<file path="src/rtl/rf_write_arbiter.sv">
// Register-file write-port arbiter: clears all registers after reset, then shares the
// single write port between the writeback stage and a multi-cycle unit with a starvation guard.
module rf_write_arbiter #(
  parameter int ADDR_W       = 5,
  parameter int DATA_W       = 32,
  parameter int NUM_REGS     = 32,
  parameter int STARVE_LIMIT = 4
) (
  input  logic              clk,
  input  logic              reset_n,
  input  logic              wb_valid,
  input  logic [ADDR_W-1:0] wb_reg,
  input  logic [DATA_W-1:0] wb_data,
  output logic              wb_stall,
  input  logic              md_req,
  input  logic [ADDR_W-1:0] md_reg,
  input  logic [DATA_W-1:0] md_data,
  output logic              md_grant,
  output logic              init_busy,
  output logic              regWrite,
  output logic [ADDR_W-1:0] writeReg,
  output logic [DATA_W-1:0] writeData
);

  localparam int                CNT_W    = 4;
  localparam logic [CNT_W-1:0]  LIMIT    = CNT_W'(STARVE_LIMIT);
  localparam logic [ADDR_W-1:0] LAST_IDX = ADDR_W'(NUM_REGS - 1);

  typedef enum logic {INIT, RUN} state_e;

  state_e            state_q, state_d;
  logic [ADDR_W-1:0] initIdx_q, initIdx_d;
  logic [CNT_W-1:0]  starveCnt_q, starveCnt_d;
  logic              regWrite_q, regWrite_d;
  logic [ADDR_W-1:0] writeReg_q, writeReg_d;
  logic [DATA_W-1:0] writeData_q, writeData_d;

  logic mdForce;
  logic wbEff;
  logic selWb;
  logic selMd;
  logic initBusy;
  logic wbStall;

  always_ff @(posedge clk or negedge reset_n) begin
    if (!reset_n) begin
      state_q <= INIT;
    end else begin
      state_q <= state_d;
    end
  end

  always_comb begin
    state_d = state_q;
    if (state_q == INIT && initIdx_q == LAST_IDX) begin
      state_d = RUN;
    end
  end

  // Arbitration: a starved md request beats writeback; a writeback to r0 is swallowed
  // here so it never blocks the port.
  always_comb begin
    initBusy = 1'b0;
    wbStall  = 1'b0;
    selWb    = 1'b0;
    selMd    = 1'b0;
    mdForce  = 1'b0;
    wbEff    = 1'b0;
    if (state_q == INIT) begin
      initBusy = 1'b1;
      wbStall  = 1'b1;
    end else begin
      mdForce = md_req && (starveCnt_q == LIMIT);
      wbEff   = wb_valid && (wb_reg != '0);
      if (mdForce) begin
        selMd   = 1'b1;
        wbStall = 1'b1;
      end else if (wbEff) begin
        selWb = 1'b1;
      end else if (md_req) begin
        selMd = 1'b1;
      end
    end
  end

  assign init_busy = initBusy;
  assign wb_stall  = wbStall;
  assign md_grant  = selMd;

  always_comb begin
    regWrite_d  = 1'b0;
    writeReg_d  = writeReg_q;
    writeData_d = writeData_q;
    initIdx_d   = initIdx_q;
    starveCnt_d = starveCnt_q;
    if (state_q == INIT) begin
      regWrite_d  = 1'b1;
      writeReg_d  = initIdx_q;
      writeData_d = '0;
      initIdx_d   = initIdx_q + 1'b1;
      starveCnt_d = '0;
    end else begin
      if (selWb) begin
        regWrite_d  = 1'b1;
        writeReg_d  = wb_reg;
        writeData_d = wb_data;
      end else if (selMd) begin
        regWrite_d  = (md_reg != '0);
        writeReg_d  = md_reg;
        writeData_d = md_data;
      end
      // Counts only consecutive denied cycles; any grant or idle md restarts it.
      if (md_req && !selMd) begin
        starveCnt_d = (starveCnt_q == LIMIT) ? LIMIT : starveCnt_q + 1'b1;
      end else begin
        starveCnt_d = '0;
      end
    end
  end

  always_ff @(posedge clk or negedge reset_n) begin
    if (!reset_n) begin
      initIdx_q   <= '0;
      starveCnt_q <= '0;
      regWrite_q  <= 1'b0;
      writeReg_q  <= '0;
      writeData_q <= '0;
    end else begin
      initIdx_q   <= initIdx_d;
      starveCnt_q <= starveCnt_d;
      regWrite_q  <= regWrite_d;
      writeReg_q  <= writeReg_d;
      writeData_q <= writeData_d;
    end
  end

  assign regWrite  = regWrite_q;
  assign writeReg  = writeReg_q;
  assign writeData = writeData_q;

endmodule
</file>
<file path="config.mk">
export PLATFORM = sky130hd
export DESIGN_NAME = rf_write_arbiter
export DESIGN_NICKNAME = d
export VERILOG_FILES = /design/src/rtl/rf_write_arbiter.sv
export SDC_FILE = /design/constraint.sdc
export NUM_CORES = 1
export LEC_CHECK = 0
export ABC_AREA = 0
export BUFFER_PORTS_ARGS = -buffer_cell sky130_fd_sc_hd__buf_4
export CORE_AREA = 2 2 72 81
export DETAILED_ROUTE_END_ITERATION = 8
export DIE_AREA = 0 0 74 83
export GPL_ROUTABILITY_DRIVEN = 0
export PLACE_DENSITY = 0.79
export SETUP_SLACK_MARGIN = 0.05
export SYNTH_ARGS = -nofsm -noshare
export SYNTH_HDL_FRONTEND = slang
export SYNTH_SLANG_ARGS = --single-unit
</file>
<file path="constraint.sdc">
create_clock -name clk -period 2.3 [get_ports clk]
set_clock_uncertainty 0.1 [all_clocks]
set_input_delay 0.115 -clock clk [delete_from_list [all_inputs] [get_ports clk]]
set_output_delay 0.115 -clock clk [all_outputs]
set_load 0.005 [all_outputs]
</file>
# After elaboration in Yosys (flattened, before gate mapping)
# Cells that the tools add are included.
[classes] muxes=22 div_mod_pow=0 n_shift=0 n_addsub=2 magnitude_cmp=0 reduce_logical=7 eq_ne=3 mul=0 n_bitwise=1
[ops] op="$mux W32" count=3
[ops] op="$mux W5" count=3
[ops] op="$mux W1" count=13
[ops] op="$mux W4" count=3
[ops] op="$reduce_bool A5 Y1" count=2
[ops] op="$add A5 B1 Y5 const B" count=1
[ops] op="$eq A5 B5 Y1 const B" count=1
[ops] op="$add A4 B1 Y4 const B" count=1
[ops] op="$eq A4 B3 Y1 const B" count=1
[ops] op="$logic_and A1 B1 Y1" count=4
[ops] op="$ne A3 B1 Y1 const B" count=1
[ops] op="$logic_not A1 Y1" count=1
[ops] op="$not A1 Y1" count=1
[totals] in_bits=78 ff_bits=48 latchBits=0 ramBits=0 n_memories=0 out_inout_bits=41 mem_bits_ro=0

# Logic depth before layout (Yosys ltp)
[logic_depth] ltp_word=9 depth_mapped=7

# Worst setup path before layout
# Ideal clock, no wire load.
[synth_timing] path_kind="register to register" from="reg starveCnt_q[0]" to="reg writeReg_q[2], in the netlist writeReg[2]" slack_ns=0.633 path_stages_with_launch=7 period_less_slack_ns=1.667 t_arrival_ns=1.426 path_cell_list="dfrtp_1 -> inv_1 -> ha_1 -> and4b_4 -> a211o_1 -> a221oi_1 -> a211oi_1"
[synth_via] elab_chain_cells=6
[synth_lines] item="start, declared" line="33" text="logic [CNT_W-1:0] starveCnt_q, starveCnt_d;"
[synth_lines] item="start signal, assigned" line="130" text="starveCnt_q <= starveCnt_d;"
[synth_lines] item="$eq A4 B3 Y1 *" line="73" text="mdForce = md_req && (starveCnt_q == LIMIT);"
[synth_lines] item="$logic_and A1 B1 Y1 *" line="73"
[synth_lines] item="$mux W1" line="75" text="if (mdForce) begin"
[synth_lines] item="$mux W1" line="69" text="if (state_q == INIT) begin"
[synth_lines] item="$mux W5" line="103" text="if (selWb) begin"
[synth_lines] item="$mux W5" line="96" text="if (state_q == INIT) begin"
[synth_lines] item="end signal, assigned" line="132" text="writeReg_q <= writeReg_d;"
[synth_lines] item="end, declared" line="35" text="logic [ADDR_W-1:0] writeReg_q, writeReg_d;"
# Every way passes the cells marked *; elsewhere a longest branch is shown, timed or not.
# A chain may end at the register's enable or synchronous reset.

# Worst setup path after layout
[layout_timing] from="reg starveCnt_q[0]" to="reg writeData_q[11], in the netlist writeData[11]"
[layout_via] elab_chain_cells=6
[layout_lines] item="$eq A4 B3 Y1 *" line="73"
[layout_lines] item="$logic_and A1 B1 Y1 *" line="73"
[layout_lines] item="$mux W1" line="75"
[layout_lines] item="$mux W1" line="69"
[layout_lines] item="$mux W32" line="103"
[layout_lines] item="$mux W32" line="96"
[layout_lines] item="end signal, assigned" line="133" text="writeData_q <= writeData_d;"
[layout_lines] item="end, declared" line="36" text="logic [DATA_W-1:0] writeData_q, writeData_d;"
# Marked as above.

==> run metrics <==
maximum VDD drop=0.000289 V; switching power share of the total=0.262; Rows=28; status=finished clean; Post-synth EDFFs=0; Slew Viols, Final=0; Syn Std Cell Area=between 2000 and 2500 sq um; required time worst endpoint=2.40 ns; cts bufs inserted=5; CTS sink cnt=48; DR iter-0 viols=154; Final setup viols=0; Die W=74 microns; Worst-path clk slew=0.08 ns; area delta synth->final=69.4%; Port Buffers=approximately 120; crit start category=flop; cell taking the most area after synthesis=dfrtp_1; static leakage=0.00195 uW; TritonRoute pass-1 iters=4; wire per inst=15.8 microns; num ports=119; Routed Wire Length=8190 microns; Final Worst Setup Slack=0.325 ns; register area share after synthesis=0.503; Syn Inst Count=approximately 260; vias in the first global route=2897; share of cells above drive strength 1=0.312; top cells by area, synth=dfrtp_1 (50%), nand2_1 (11%), a31oi_1 (8.4%); crit path time final=around 2.0 ns; Rel. slew slack=0.592; CORE AREA=roughly 5300 sq um; arrival time worst endpoint=2.08 ns; Antenna Nets Post-Route=0; most common cell in the netlist=nand2_1; flops & latches, synth=between 40 and 50; clock network power share=0.255; Max Clk Rate=506 MHz; synth cell count leaders=nand2_1 (73), dfrtp_1 (48), a31oi_1 (32); post-synth top area share=0.503; Congestion Overflow GR=0; Comb pwr share=0.263; Int Power=1480 uW; Final Hold Fails=0; Initial Util=0.451; Die Area=6140 sq um; Min-Delay Path Class=in -> reg; crit-path max FO=32; GR Util All Layers=0.272; H-tree lvl count=2; max-cap violations=0; Main synth FF type=dfrtp_1; post-CTS setup buffers=0; largest net degree at the start of global routing=49; fillers=361; worst hold slack=0.0197 ns; DRC viols=0; wire length of the first global-routing pass=13100 microns; Detailed Place HPWL=4670 microns; Chip Height=~83 microns; Fin Setup TNS=0 ns; measured slew at the worst slew-check pin=0.611 ns; switching pwr=525 uW; Distinct cells, synth=36; via count=2750; CTS tree=yes; PD cells=495 nW/um^2; Final Cycle Share=0.859; RSZ-0062 raised after global routing=no; root buf cell=clkbuf_8; Ys Warns=0; Vias/cell=5.31; pre-CTS setup slack=0.327 ns; clk_lat worst skew=0.29 ns; Mean Syn Cell Area=9.07 sq um; Worst Setup End Kind=flop; syn nets=between 300 and 400; deepest clock path buffer count=2; nets=523; initial antenna violation count=1; async set-reset flop share out of synthesis=1.00; power share of the sequential group=0.482; CP Class=reg -> reg
## cells by family (layout without fill, tap and decap cells)
family,Yosys count,after routing,share of synthesized area
compound gates,83,83,0.219
other cells,0,1,0
mux,2,2,0.00944
flops,48,48,0.503
fa+ha+maj,4,4,0.0210
simple gates,97,97,0.173
xor+xnor,5,5,0.0184
buf+inv,24,203,0.0561
## layout by cell type, fill, tap and decap left out, types with 3 or more instances in the layout
| cell type | netlist | layout |
|---|---|---|
| inv_1 | 6 | 6 |
| o221ai_1 | 3 | 3 |
| dlygate4sd3_1 | 0 | 65 |
| o21ai_0 | 31 | 31 |
| clkbuf_8 | 0 | 6 |
| buf_4 | 1 | 124 |
| a22oi_1 | 3 | 3 |
| nor2_1 | 12 | 12 |
| dfrtp_1 | 48 | 48 |
| ha_1 | 4 | 4 |
| a31oi_1 | 32 | 32 |
| a21oi_1 | 3 | 3 |
| xnor2_1 | 3 | 3 |
| nand2_1 | 73 | 73 |
## cell type report
cell class | count | area, sq um | area share
diodes | 1 | 2.50 | 0.000619
clock buffers | 8 | 90.1 | 0.0223
inverters | 6 | 22.5 | 0.00557
multi-input cells | 191 | 1050 | 0.260
flip-flops and latches | 48 | 1200 | 0.297
well taps | 75 | 93.8 | 0.0232
repair buffers | 189 | 1580 | 0.391
## path summary, 6_finish.rpt
| check | startpoint | endpoint | slack [ns] | cells past startpoint |
|---|---|---|---|---|
| setup reg to reg | starveCnt_q[0]$_DFF_PN0_ | writeData[11]$_DFFE_PN0P_ | 0.32 | 6 |
| hold reg to reg | initIdx_q[3]$_DFFE_PN0N_ | initIdx_q[3]$_DFFE_PN0N_ | 0.39 | 1 |
| min in group asynchronous | reset_n | regWrite$_DFF_PN0_ | 0.30 | 2 |
| hold / removal | md_data[4] | writeData[4]$_DFFE_PN0P_ | 0.02 | 3 |
| setup / recovery | starveCnt_q[0]$_DFF_PN0_ | writeData[11]$_DFFE_PN0P_ | 0.32 | 6 |
| max in group asynchronous | reset_n | writeData[0]$_DFFE_PN0P_ | 1.39 | 2 |
## sequential cells by signal, indices dropped and copies added, names as in the netlist
name         cells
initIdx_q        5
writeData       32
state_q          1
regWrite         1
starveCnt_q      4
writeReg         5
## worst max-delay path: stages (launching register included)
cell and delay [ns]:
dfrtp_1 0.41, inv_1 0.07, ha_1 0.17, and4b_4 0.28, a211o_2 0.50, nand2_1 0.13, a31oi_1 0.21
## power by group through the flow
stage               Clock [uW]  Combinational (uW)  Sequential (uW)
floorplan                    0                 150              979
global placement             0                 418              976
detailed placement           0                 427              977
CTS                        527                 515              962
global route               558                 572              972
finish                     510                 526              965
## layer usage
layer | GRT usage | up-vias | wire (microns)
met4 | 0.155 | 0 | 446
met2 | 0.486 | 132 | 4370
met1 | 0.293 | 1289 | 3020
li1 | - | 1290 | -
met5 | 0 | - | 0
met3 | 0.0413 | 39 | 355
## timing repair
item	in CTS	in global routing
gates resized for setup	0	0
hold buffers	64	1
hold endpoints to repair	80	1
## metrics by stage
step | total power, uW | util | area, sq um | instances
floorplan | 1130 | - | 2390 | 263
global placement | 1390 | 0.624 | 3300 | 444
detailed placement | 1400 | 0.624 | 3300 | 444
CTS | 2000 | 0.762 | 4030 | 516
global route | 2100 | 0.764 | 4040 | 518
finish | 2000 | 0.764 | 4040 | 518
(Power assumes the default switching activity.)
